<file path="config.mk">
export PLATFORM = sky130hd
export DESIGN_NAME = uart_transmitter
export DESIGN_NICKNAME = d
export VERILOG_FILES = /design/src/rtl/uart_transmitter_pkg.sv /design/src/rtl/uart_transmitter_baud_tick_gen.sv /design/src/rtl/uart_transmitter.sv
export SDC_FILE = /design/constraint.sdc
export NUM_CORES = 1
export LEC_CHECK = 0
export ABC_AREA = 1
export CORE_MARGIN = 3
export CORE_UTILIZATION = 35
export DETAILED_ROUTE_END_ITERATION = 8
export SYNTH_ARGS = -nofsm -noshare
export SYNTH_HDL_FRONTEND = slang
export SYNTH_HIERARCHICAL = 1
export SYNTH_SLANG_ARGS = --single-unit
</file>
<file path="constraint.sdc">
create_clock -name clk -period 1.9 [get_ports clk]
set_input_delay 0.285 -clock clk [delete_from_list [all_inputs] [get_ports clk]]
set_output_delay 0.285 -clock clk [all_outputs]
set_load 0.005 [all_outputs]
</file>
<file path="src/rtl/uart_transmitter_pkg.sv">
// Shared constants for the UART transmitter: FSM state encodings and default line timing.
package uart_transmitter_pkg;

    localparam int unsigned STATE_W = 3;

    localparam logic [STATE_W-1:0] TX_IDLE   = 3'd0;
    localparam logic [STATE_W-1:0] TX_START  = 3'd1;
    localparam logic [STATE_W-1:0] TX_DATA   = 3'd2;
    localparam logic [STATE_W-1:0] TX_PARITY = 3'd3;
    localparam logic [STATE_W-1:0] TX_STOP   = 3'd4;

    localparam int unsigned DEFAULT_CLK_FREQ = 50000000;
    localparam int unsigned DEFAULT_BAUD     = 115200;

endpackage

</file>
<file path="src/rtl/uart_transmitter_baud_tick_gen.sv">
// Bit-period counter (0..CLKS_PER_BIT-1) with synchronous clear; flags the last clock of each bit.
module uart_transmitter_baud_tick_gen #(
    parameter int unsigned CLKS_PER_BIT = 10
) (
    input  logic clk,
    input  logic reset,
    input  logic clear_i,
    input  logic en_i,
    output logic bit_end_c
);

    localparam int unsigned CNT_W = (CLKS_PER_BIT > 2) ? $clog2(CLKS_PER_BIT) : 1;
    localparam logic [CNT_W-1:0] CNT_MAX = CNT_W'(CLKS_PER_BIT - 1);

    logic [CNT_W-1:0] cnt_q;
    logic [CNT_W-1:0] cnt_d;

    // Clear has priority so every frame starts with a full-length first bit.
    always_comb begin
        cnt_d = cnt_q;
        if (clear_i) begin
            cnt_d = '0;
        end else if (en_i) begin
            cnt_d = (cnt_q == CNT_MAX) ? '0 : cnt_q + CNT_W'(1);
        end
    end

    always_ff @(posedge clk) begin
        if (reset) begin
            cnt_q <= '0;
        end else begin
            cnt_q <= cnt_d;
        end
    end

    assign bit_end_c = en_i && (cnt_q == CNT_MAX);

endmodule

</file>
<file path="src/rtl/uart_transmitter.sv">
// UART transmitter, 8N1 by default. Define UART_TX_PARITY_EN to insert a parity bit
// (sense chosen by PARITY_ODD) between the data bits and the stop bit.
module uart_transmitter
    import uart_transmitter_pkg::*;
#(
    parameter int unsigned CLK_FREQ   = DEFAULT_CLK_FREQ,
    parameter int unsigned BAUD       = DEFAULT_BAUD,
    parameter int unsigned DATA_BITS  = 8,
    parameter int unsigned PARITY_ODD = 0
) (
    input  logic                 clk,
    input  logic                 reset,
    input  logic                 txEnable,
    input  logic [DATA_BITS-1:0] txData,
    output logic                 tx,
    output logic                 busyTx,
    output logic                 txDone
);

    localparam int unsigned CLKS_PER_BIT = CLK_FREQ / BAUD;
    localparam int unsigned BIT_W        = $clog2(DATA_BITS);
    localparam logic [BIT_W-1:0] LAST_BIT = BIT_W'(DATA_BITS - 1);

    if (CLKS_PER_BIT < 2) begin : g_bad_baud
        $error("uart_transmitter: CLK_FREQ/BAUD must be at least 2");
    end
    if (DATA_BITS < 5 || DATA_BITS > 9) begin : g_bad_width
        $error("uart_transmitter: DATA_BITS must be 5..9");
    end
    if (PARITY_ODD > 1) begin : g_bad_parity
        $error("uart_transmitter: PARITY_ODD must be 0 or 1");
    end

    logic [STATE_W-1:0]   state_q, state_d;
    logic [DATA_BITS-1:0] shift_q, shift_d;
    logic [BIT_W-1:0]     bit_cnt_q, bit_cnt_d;
    logic                 tx_q, tx_d;
    logic                 busy_q, busy_d;
    logic                 done_q, done_d;
    logic                 accept_c;
    logic                 bit_end_c;

    assign accept_c = (state_q == TX_IDLE) && txEnable;

    uart_transmitter_baud_tick_gen #(
        .CLKS_PER_BIT(CLKS_PER_BIT)
    ) u_baud (
        .clk      (clk),
        .reset    (reset),
        .clear_i  (accept_c),
        .en_i     (busy_q),
        .bit_end_c(bit_end_c)
    );

`ifdef UART_TX_PARITY_EN
    logic par_q, par_d;

    // Parity is taken from the word at accept, before the shift register consumes it.
    assign par_d = accept_c ? ((^txData) ^ 1'(PARITY_ODD)) : par_q;

    always_ff @(posedge clk) begin
        if (reset) begin
            par_q <= 1'b0;
        end else begin
            par_q <= par_d;
        end
    end
`endif

    // Next-state and registered-output logic; tx_d is the line value for the coming bit.
    always_comb begin
        state_d   = state_q;
        shift_d   = shift_q;
        bit_cnt_d = bit_cnt_q;
        tx_d      = tx_q;
        busy_d    = busy_q;
        done_d    = 1'b0;

        case (state_q)
            TX_IDLE: begin
                tx_d   = 1'b1;
                busy_d = 1'b0;
                if (txEnable) begin
                    shift_d = txData;
                    state_d = TX_START;
                    tx_d    = 1'b0;
                    busy_d  = 1'b1;
                end
            end
            TX_START: begin
                if (bit_end_c) begin
                    state_d   = TX_DATA;
                    bit_cnt_d = '0;
                    tx_d      = shift_q[0];
                end
            end
            TX_DATA: begin
                if (bit_end_c) begin
                    shift_d   = shift_q >> 1;
                    bit_cnt_d = bit_cnt_q + BIT_W'(1);
                    if (bit_cnt_q == LAST_BIT) begin
`ifdef UART_TX_PARITY_EN
                        state_d = TX_PARITY;
                        tx_d    = par_q;
`else
                        state_d = TX_STOP;
                        tx_d    = 1'b1;
`endif
                    end else begin
                        tx_d = shift_d[0];
                    end
                end
            end
`ifdef UART_TX_PARITY_EN
            TX_PARITY: begin
                if (bit_end_c) begin
                    state_d = TX_STOP;
                    tx_d    = 1'b1;
                end
            end
`endif
            TX_STOP: begin
                if (bit_end_c) begin
                    state_d = TX_IDLE;
                    tx_d    = 1'b1;
                    busy_d  = 1'b0;
                    done_d  = 1'b1;
                end
            end
            default: begin
                state_d = TX_IDLE;
                tx_d    = 1'b1;
                busy_d  = 1'b0;
            end
        endcase
    end

    always_ff @(posedge clk) begin
        if (reset) begin
            state_q   <= TX_IDLE;
            shift_q   <= '0;
            bit_cnt_q <= '0;
            tx_q      <= 1'b1;
            busy_q    <= 1'b0;
            done_q    <= 1'b0;
        end else begin
            state_q   <= state_d;
            shift_q   <= shift_d;
            bit_cnt_q <= bit_cnt_d;
            tx_q      <= tx_d;
            busy_q    <= busy_d;
            done_q    <= done_d;
        end
    end

    assign tx     = tx_q;
    assign busyTx = busy_q;
    assign txDone = done_q;

endmodule

</file>
## Word-level counts from Yosys, hierarchy flattened

Index checks and enable logic that the tools add are counted.

| storage, ports and cells | value |
|---|---|
| bits in registers | 26 |
| word-level logic and storage cells | 56 |

| operators by class | value |
|---|---|
| $add $sub $neg | 2 |
| equality and inequality tests | 10 |
| mux-type cells | 22 |
| bitwise logic cells | 2 |
| reduce and logical (&&, ||, !) cells | 13 |

Operators by type and width:

| operator | number |
|---|---|
| $mux 3 | 6 |
| $mux 8 | 2 |
| $pmux 8 s2 | 1 |
| $pmux 3 s4 | 1 |
| $ne 2x2->1 const B | 5 |
| $add 9x1->9 const B | 1 |
| $eq 9x9->1 const B | 1 |
| $mux 9 | 1 |
| $reduce_and 3->1 | 3 |
| $mux 1 | 8 |
| $eq 3x3->1 const B | 2 |
| $pmux 3 s2 | 1 |
| $reduce_or 2->1 | 3 |
| $reduce_and 5->1 | 1 |
| $pmux 1 s4 | 1 |
| $reduce_bool 2->1 | 2 |
| $add 3x1->3 const B | 1 |
| $eq 3x1->1 const B | 1 |
| $eq 3x2->1 const B | 1 |
| $logic_not 3->1 | 1 |
| $pmux 1 s3 | 1 |
| $logic_and 1x1->1 | 2 |
| $not 1->1 | 2 |
| $reduce_and 2->1 | 1 |

## Depth between registers and ports, before layout

Gate-level depths: netlist of the first run.

| logic depth | value |
|---|---|
| depth in word-level cells | 4 |
| mapped depth | 10 |
| mapped depth without buffers | 10 |

## Modules after synthesis

The synthesis of the first run kept the hierarchy.

By module, submodules not included:

| module | times used | cells each | area each (µm²) |
|---|---|---|---|
| uart_transmitter | 1 | 120 | 852.1 |
| uart_transmitter_baud_tick_gen | 1 | 73 | 513.0 |

## Least setup slack after synthesis of the first run

No wires, ideal clock.

| path | value |
|---|---|
| kind | reg2reg |
| start point | register u_baud.cnt_q[0] |
| end point | register shift_q[0] |
| setup time | 0.116 ns |
| arrival | 1.541 ns |
| setup slack | 0.243 ns |
| cell stages (with the launch flop) | 9 |
| clock period less this slack | 1.657 ns |
| cells stage by stage | dfxtp_1 > ha_1 > nand3_1 > nor3_1 > inv_1 > nor2_4 > nor2_8 > o21ai_0 > nor2_1 |

| on the way | value |
|---|---|
| cells in the longest elaborated chain, start to end | 4 |

RTL lines:

| what | line | source |
|---|---|---|
| start, declared | uart_transmitter_baud_tick_gen.sv:15 | `logic [CNT_W-1:0] cnt_q;` |
| start signal, assigned | uart_transmitter_baud_tick_gen.sv:32 | `cnt_q <= cnt_d;` |
| $eq 9x9->1 | uart_transmitter_baud_tick_gen.sv:36 | `assign bit_end_c = en_i && (cnt_q == CNT_MAX);` |
| $logic_and 1x1->1 | uart_transmitter_baud_tick_gen.sv:36 |  |
| named net bit_end_c | uart_transmitter.sv:41 | `logic bit_end_c;` |
| $ne 2x2->1 (no source line) | -- |  |
| $reduce_and 3->1 (no source line) | -- |  |
| end signal, assigned | uart_transmitter.sv:148 | `shift_q <= shift_d;` |
| end, declared | uart_transmitter.sv:35 | `logic [DATA_BITS-1:0] shift_q, shift_d;` |

The timed path passes the listed nets, and every way through them passes these cells.
A chain may end at the register's enable or synchronous reset.

## Final worst setup path of the first run

| path | value |
|---|---|
| start point | register u_baud.cnt_q[1] |
| end point | register shift_q[0] |

Same word-level chain as after synthesis.

==> flow_summary.json, run 1 <==
{
  "die_y_um": 68.5,
  "hold_viol_final": 0,
  "ant_nets": 0,
  "final_common_cell": "nand2_1",
  "cts.repair.resized": 0,
  "avgViaCountPerCell": 4.74,
  "p_leak_uw": 0.000659,
  "clock.fmax_ghz": 0.594,
  "postCtsHoldBufs": 0,
  "via_count": 1223,
  "endpoint": "shift_q[0]$_SDFFE_PP0P_",
  "ys_types": 25,
  "numCtsBuffers": 3,
  "rows": 22,
  "r2r-start": "u_baud/cnt_q[1]$_SDFFE_PP0P_",
  "cts-root-buf": "clkbuf_8",
  "synth.area.mux_share_pct": 0,
  "post_cts_buffers": 0,
  "drt-total-wl_um": 2700,
  "hold_class": "register to register",
  "cp.required_ps": 2080,
  "placed_area_um2": 1550,
  "p_int_uw": 1050,
  "ir_worst_vdd_v": 0.000265,
  "end_kind": "register",
  "nNetsFinal": 226,
  "core-area_um2": 3720,
  "synth_nets": 208,
  "synth_xor_area_share_pct": 1.28,
  "period_share_pct": 88.6,
  "switching_share_pct": 36.6,
  "syn_area_per_cell_um2": 7.07,
  "fin_area_um2": 1610,
  "cp_data_arrival_time_ps": 1870,
  "htreeDepth": 1,
  "diodes": 0,
  "drv_cap": 0,
  "start_util_pct": 36.7,
  "yosysTopAreaCell": "dfxtp_1",
  "areaGrowthSynthToFinish_pct": 18.1,
  "first_pass_iters": 5,
  "status": "completed",
  "worstSetupStartpoint": "u_baud/cnt_q[1]$_SDFFE_PP0P_",
  "die_area_um2": 4690,
  "instances_no_fill": 258,
  "cts_sinks": 26,
  "powerDensity_nw_per_um2": 1030,
  "ys_ff_latch": 26,
  "yosysSeqAreaShare_pct": 38.1,
  "p_switching_uw": 605,
  "netlist_area_um2": 1370,
  "synth_top_family_by_area": "simple AND/OR/NAND/NOR gates",
  "crit_type": "register to register",
  "post_synth_fa_ha_maj_area_fraction_pct": 3.67,
  "fin_crit_ps": 1680,
  "reg2reg_depth": 9,
  "cts_tree": "yes",
  "grt_usage_pct": 13.6,
  "slew_viol_final": 0,
  "hpwl_um": 2030,
  "drt-initial-drc-count": 54,
  "cp_max_fo": 9,
  "drt-wirelength-per-cell_um": 10.5,
  "clkPwrFrac_pct": 22.3,
  "synth_top_area_share_pct": 38.1,
  "regToRegSetupSlack_ps": 220,
  "grt_pass1_wl_um": 4820,
  "synth-simple-area-share_pct": 40.9,
  "layout-drive-gt1-share_pct": 13.3,
  "drc": 0,
  "ys_top_cells_by_area": "dfxtp_1, nand2_1, nor2_1",
  "die_w_um": 68.5,
  "clock_path_buffers": 2,
  "yosys_warnings": 6,
  "insertion_delay_ps": 280,
  "worst_slew_pin_slew_ps": 292,
  "dp.cells": 254,
  "finalClockSkew_ps": 4.02,
  "synthCells": 193,
  "final_util_pct": 43.4,
  "p_seq_share_pct": 43.1,
  "antenna_found_initial": 0,
  "relSlewSlack_pct": 80.5,
  "r2r_end": "shift_q[0]$_SDFFE_PP0P_",
  "grt_start_max_net_pins": 15,
  "io_pins": 14,
  "power_frac_comb_pct": 34.6,
  "grt_pass1_vias": 1155,
  "start_kind": "register",
  "path_clk_slew_ps": 90,
  "synth_compound_area_share_pct": 8.89,
  "setup_viol": 0,
  "io_buffers": 13,
  "gp_congestion": 0.782,
  "grt_overflow": 0,
  "layout_common_cells": "nand2_1, nor2_1, dfxtp_1"
}
-- worst min path at each step --
stage	start	depth (start not counted)	slack, ps	to
5_1_grt	shift_q[7]$_SDFFE_PP0P_	2	500	shift_q[7]$_SDFFE_PP0P_
3_5_place_dp	bit_cnt_q[1]$_SDFFE_PP0P_	2	460	bit_cnt_q[1]$_SDFFE_PP0P_
4_1_cts	bit_cnt_q[1]$_SDFFE_PP0P_	2	470	bit_cnt_q[1]$_SDFFE_PP0P_
6_report	shift_q[7]$_SDFFE_PP0P_	2	470	shift_q[7]$_SDFFE_PP0P_
2_1_floorplan	txData[7]	2	430	shift_q[7]$_SDFFE_PP0P_
3_3_place_gp	bit_cnt_q[1]$_SDFFE_PP0P_	2	450	bit_cnt_q[1]$_SDFFE_PP0P_
-- state kept, by name, summed over array words and instances (netlist names) --
name / count
u_baud/cnt_q: 9
shift_q: 8
bit_cnt_q: 3
state_q: 3
busyTx: 1
tx: 1
txDone: 1
-- Yosys cell counts --
cell type and number:
buf_6 2, nand2_4 2, nand3_2 2, a31oi_1 1, nor2_1 30, ha_1 4
clkinv_4 1, nand2_1 48, inv_2 3, nand2_2 4, inv_4 1, nor3_1 2
o21ai_0 10, inv_1 12, nor2_4 3, nand4_1 4, xor2_1 2, or2_2 1
nor2_2 2, nor2_8 1, a21oi_1 11, buf_1 1, dfxtp_1 26, o21ai_1 2
nand3_1 18
-- routing by layer --
metal / vias to the layer above / wire length [µm] / share of wire (%) / GRT usage [%]
met5: - / 0 / 0 / 0
met4: 0 / 71 / 2.6 / 6.95
li1: 656 / - / - / -
met2: 25 / 1200 / 44 / 21.2
met3: 5 / 102 / 3.8 / 2.13
met1: 537 / 1330 / 49 / 18.0
-- per-stage QoR --
| step | setup TNS [ps] | worst slack [ps] | total power (µW) | hold slack, ps |
|---|---|---|---|---|
| 6_report | 0 | 217 | 1650 | 466 |
| 5_1_grt | -8.03 | -8.03 | 1790 | 495 |
| 4_1_cts | 0 | 61.3 | 1670 | 472 |
| 3_5_place_dp | 0 | 97.0 | 1300 | 459 |
| 3_3_place_gp | 0 | 184 | 1300 | 453 |
| 2_1_floorplan | 0 | 243 | 1160 | 432 |
-- area by class of cell --
class                      count  area, µm²
sequential                    26        520
tap                           48       60.1
timing repair buffer          16        153
multi-input combinational    147        752
inverter                      17       71.3
clock buffer                   4       55.1
fill                         389       2100
-- worst max-delay path, cell delays in order (launching register included) --
cell and delay, ps:
dfxtp_1 350, inv_1 70, ha_1 160, nand3_1 100, nor3_2 220, inv_1 180
nor2_4 210, nor2_8 90, o21ai_0 160, nor2_1 50
-- power by group through the flow --
stage	Clock, µW	Sequential (µW)	Combinational, µW
6_report	368	712	572
5_1_grt	394	725	670
4_1_cts	375	713	579
3_5_place_dp	0	727	576
3_3_place_gp	0	723	573
2_1_floorplan	0	716	443
-- cell families (layout without fill, tap and decap cells) --
| group | after synthesis | in the layout |
|---|---|---|
| flip-flops | 26 | 26 |
| AO/OA/AOI/OAI | 24 | 24 |
| AND/OR/NAND/NOR | 117 | 117 |
| adder cells (fa/ha/maj) | 4 | 4 |
| buffers and inverters | 20 | 37 |
| XOR/XNOR | 2 | 2 |
No activity file was read; power rests on OpenSTA's default activity.
==> inputs of run 2 (changes only) <==
- ABC_AREA: 1 -> default
- CELL_PAD_IN_SITES_DETAIL_PLACEMENT: default -> 0
- CELL_PAD_IN_SITES_GLOBAL_PLACEMENT: default -> 2
- CORE_UTILIZATION: 35 -> 34
- PLACE_DENSITY_LB_ADDON: default -> 0.1
- SETUP_SLACK_MARGIN: default -> 0.2
==> run 2 against run 1 <==
Clock-buffer cell count unchanged. Largest power group unchanged. Cell count decreased by 14%. Critical path type unchanged. Non-clock buffer count increased by 18. Core utilization increased by 5.6 points.
==> flow_summary.json, run 2 <==
{
  "critPathSlowestCell": "dfxtp_2",
  "antenna_found_initial": 0,
  "drt-initial-drc-count": 78,
  "via_count": 1140,
  "netlist_area_um2": 1320,
  "crit_path_max_incr_delay_ps": 330,
  "gp_congestion": 0.795,
  "yosys_warnings": 6,
  "p_leak_uw": 0.000646,
  "slew_viol_final": 0,
  "grt_overflow": 0,
  "fin_crit_ps": 1810,
  "areaGrowthSynthToFinish_pct": 37.4,
  "end_kind": "register",
  "relSlewSlack_pct": 73.3,
  "fin_area_um2": 1820,
  "cts_tree": "yes",
  "ys_ff_latch": 26,
  "die_y_um": 68.4,
  "postCtsHoldBufs": 0,
  "met2_usage_pct": 21.1,
  "syn_area_per_cell_um2": 9.07,
  "nNetsFinal": 191,
  "top_register": "u_baud/cnt_q",
  "crit_type": "register to register",
  "ys_types": 42,
  "die_area_um2": 4680,
  "rows": 22,
  "diodes": 0,
  "synthArstFlopShare_pct": 0,
  "n_fill_cell": 370,
  "netlist_top_cells_count": "dfxtp_1, nor2_1, nand2_1",
  "whs_ps": 489,
  "critPathBufInv": 4,
  "hold_class": "register to register",
  "clock_path_buffers": 2,
  "met3_usage_pct": 2.63,
  "worst_slew_pin_slew_ps": 399,
  "start_util_pct": 35.6,
  "insertion_delay_ps": 270,
  "grt_pass1_vias": 1016,
  "grt_start_max_net_pins": 18,
  "grt_pass1_wl_um": 4730,
  "cp_max_fo": 6,
  "avgViaCountPerCell": 5.11,
  "hpwl_um": 2050,
  "setup_viol": 0,
  "path_clk_slew_ps": 100,
  "finalClockSkew_ps": 3.20,
  "ant_nets": 0,
  "ir_worst_vdd_v": 0.000332,
  "cts-root-buf": "clkbuf_8",
  "drt-wirelength-per-cell_um": 13.4,
  "cp_data_arrival_time_ps": 2010,
  "status": "completed",
  "path_cells": "inv_2 > ha_4 > nor2b_4 > nand4_1 > nor2_2 > nand2_2 > a211oi_4 > buf_4 > buf_6 > buf_16 > nor2_4 > a211oi_2",
  "rsz0062_at_grt": "yes",
  "synth.most_common_cell": "dfxtp_1",
  "layout-drive-gt1-share_pct": 30.9,
  "placed_area_um2": 1580,
  "synth_nets": 161,
  "top_regs": "u_baud/cnt_q x9, shift_q x8",
  "drt-total-wl_um": 3000,
  "cp.required_ps": 2100,
  "final.setup.tns_ps": 0,
  "grt_busiest_layer": "met2",
  "clock.fmax_ghz": 0.553,
  "cts_sinks": 26,
  "start_kind": "register",
  "layout_common_cells": "dfxtp_1, nor2_1, buf_4",
  "die_w_um": 68.4,
  "core-area_um2": 3720,
  "synth_top_area_share_pct": 39.3,
  "hold_viol_final": 0,
  "yosysSeqAreaShare_pct": 39.3,
  "ys_top_cells_by_area": "dfxtp_1, mux2i_1, nor2_1",
  "drv_cap": 0,
  "grt_usage_pct": 13.5,
  "yosysTopAreaCell": "dfxtp_1",
  "synth-edff-count": 0,
  "synth_ff_type": "dfxtp_1",
  "htreeDepth": 1,
  "io_pins": 14,
  "first_pass_iters": 4,
  "powerDensity_nw_per_um2": 624,
  "io_buffers": 13,
  "final_common_cell": "dfxtp_1",
  "numCtsBuffers": 3,
  "period_share_pct": 95.2,
  "synthCells": 146,
  "drc": 0,
  "use_met1_pct": 18.1,
  "crit_family": "simple AND/OR/NAND/NOR gates",
  "largest_reg_flops": 9
}
[run 2: cell types whose count changed in the layout (fill, tap and decap cells not counted), sizes merged, moves of 11 or more]
cell	before	now
nand2	54	11
buf	3	21
nand3	20	4
nor2	36	22
inv	16	3
a211oi	0	11
[run 2: worst min-delay path: cells and delay by family (launching register included)]
family | cells | cell delay [ps]
AO/OA/AOI/OAI | 1 | 50
flip-flops | 1 | 330
AND/OR/NAND/NOR | 1 | 60
[run 2: area by class of cell]
type	instances	area, µm²	area share, %
multi-input combinational	108	828	45.5
sequential	26	526	28.9
timing repair buffer	34	339	18.6
tap	48	60.1	3.30
clock buffer	4	55.1	3.03
inverter	3	11.3	0.619
[run 2: worst paths after layout]
path | startpoint | to | slack, ps | cells past startpoint
setup / recovery | u_baud/cnt_q[1]$_SDFFE_PP0P_ | shift_q[5]$_SDFFE_PP0P_ | 90 | 12
hold / removal | bit_cnt_q[0]$_SDFFE_PP0P_ | bit_cnt_q[0]$_SDFFE_PP0P_ | 490 | 2
setup reg to reg | u_baud/cnt_q[1]$_SDFFE_PP0P_ | shift_q[5]$_SDFFE_PP0P_ | 90 | 12
hold reg to reg | bit_cnt_q[0]$_SDFFE_PP0P_ | bit_cnt_q[0]$_SDFFE_PP0P_ | 490 | 2
[run 2: kinds of logic (layout without fill, tap and decap cells)]
| kind of cell | after synthesis | in the layout | synth area share [%] |
|---|---|---|---|
| DFF | 26 | 26 | 39.3 |
| xor gates and xnor gates | 5 | 5 | 3.31 |
| AOI/OAI and AO/OA | 30 | 30 | 18.5 |
| muxes | 9 | 9 | 6.81 |
| and+or+nand+nor | 60 | 60 | 23.3 |
| buffers and inverters | 12 | 41 | 5.01 |
| adders and majority gates | 4 | 4 | 3.78 |
[run 2: power breakdown]
| group | internal, µW | switching [µW] |
|---|---|---|
| combinational | 105 | 79.3 |
| clock | 185 | 183 |
| sequential | 566 | 16.0 |
[run 2: repair_timing]
| action | CTS | global route |
|---|---|---|
| pin swaps | 9 | 7 |
| setup buffers | 5 | 4 |
| setup endpoints to repair | 11 | 13 |
| gates cloned | 1 | 0 |
| gates resized for setup | 14 | 9 |
[run 2: through the flow]
step           worst slack, ps  instances  power (µW)  utilization, %
6_report                  91.1        223        1140            49.0
3_3_place_gp              56.6        209         736            42.6
4_1_cts                   91.8        219        1140            47.2
2_1_floorplan              157        146         679               -
3_5_place_dp              69.7        209         738            42.6
5_1_grt                  -37.5        223        1180            49.0
[run 2: per-layer routing]
| layer | routed length (µm) | part of all wire [%] | up-vias |
|---|---|---|---|
| li1 | - | - | 586 |
| met1 | 1500 | 50 | 533 |
| met2 | 1370 | 46 | 19 |
| met3 | 100 | 3.3 | 2 |
| met4 | 24 | 0.80 | 0 |
| met5 | 0 | 0 | - |
==> inputs of run 3 (changes only) <==
--- a/config.mk
+++ b/config.mk
@@ -7,2 +7,3 @@
 export LEC_CHECK = 0
+export CAP_MARGIN = 20
 export CELL_PAD_IN_SITES_DETAIL_PLACEMENT = 0
--- a/constraint.sdc
+++ b/constraint.sdc
@@ -3,2 +3,2 @@
 set_output_delay 0.285 -clock clk [all_outputs]
-set_load 0.005 [all_outputs]
+set_load 0.01 [all_outputs]
==> results of run 3 <==
Same layout as run 2 (identical final DEF). Status: completed.
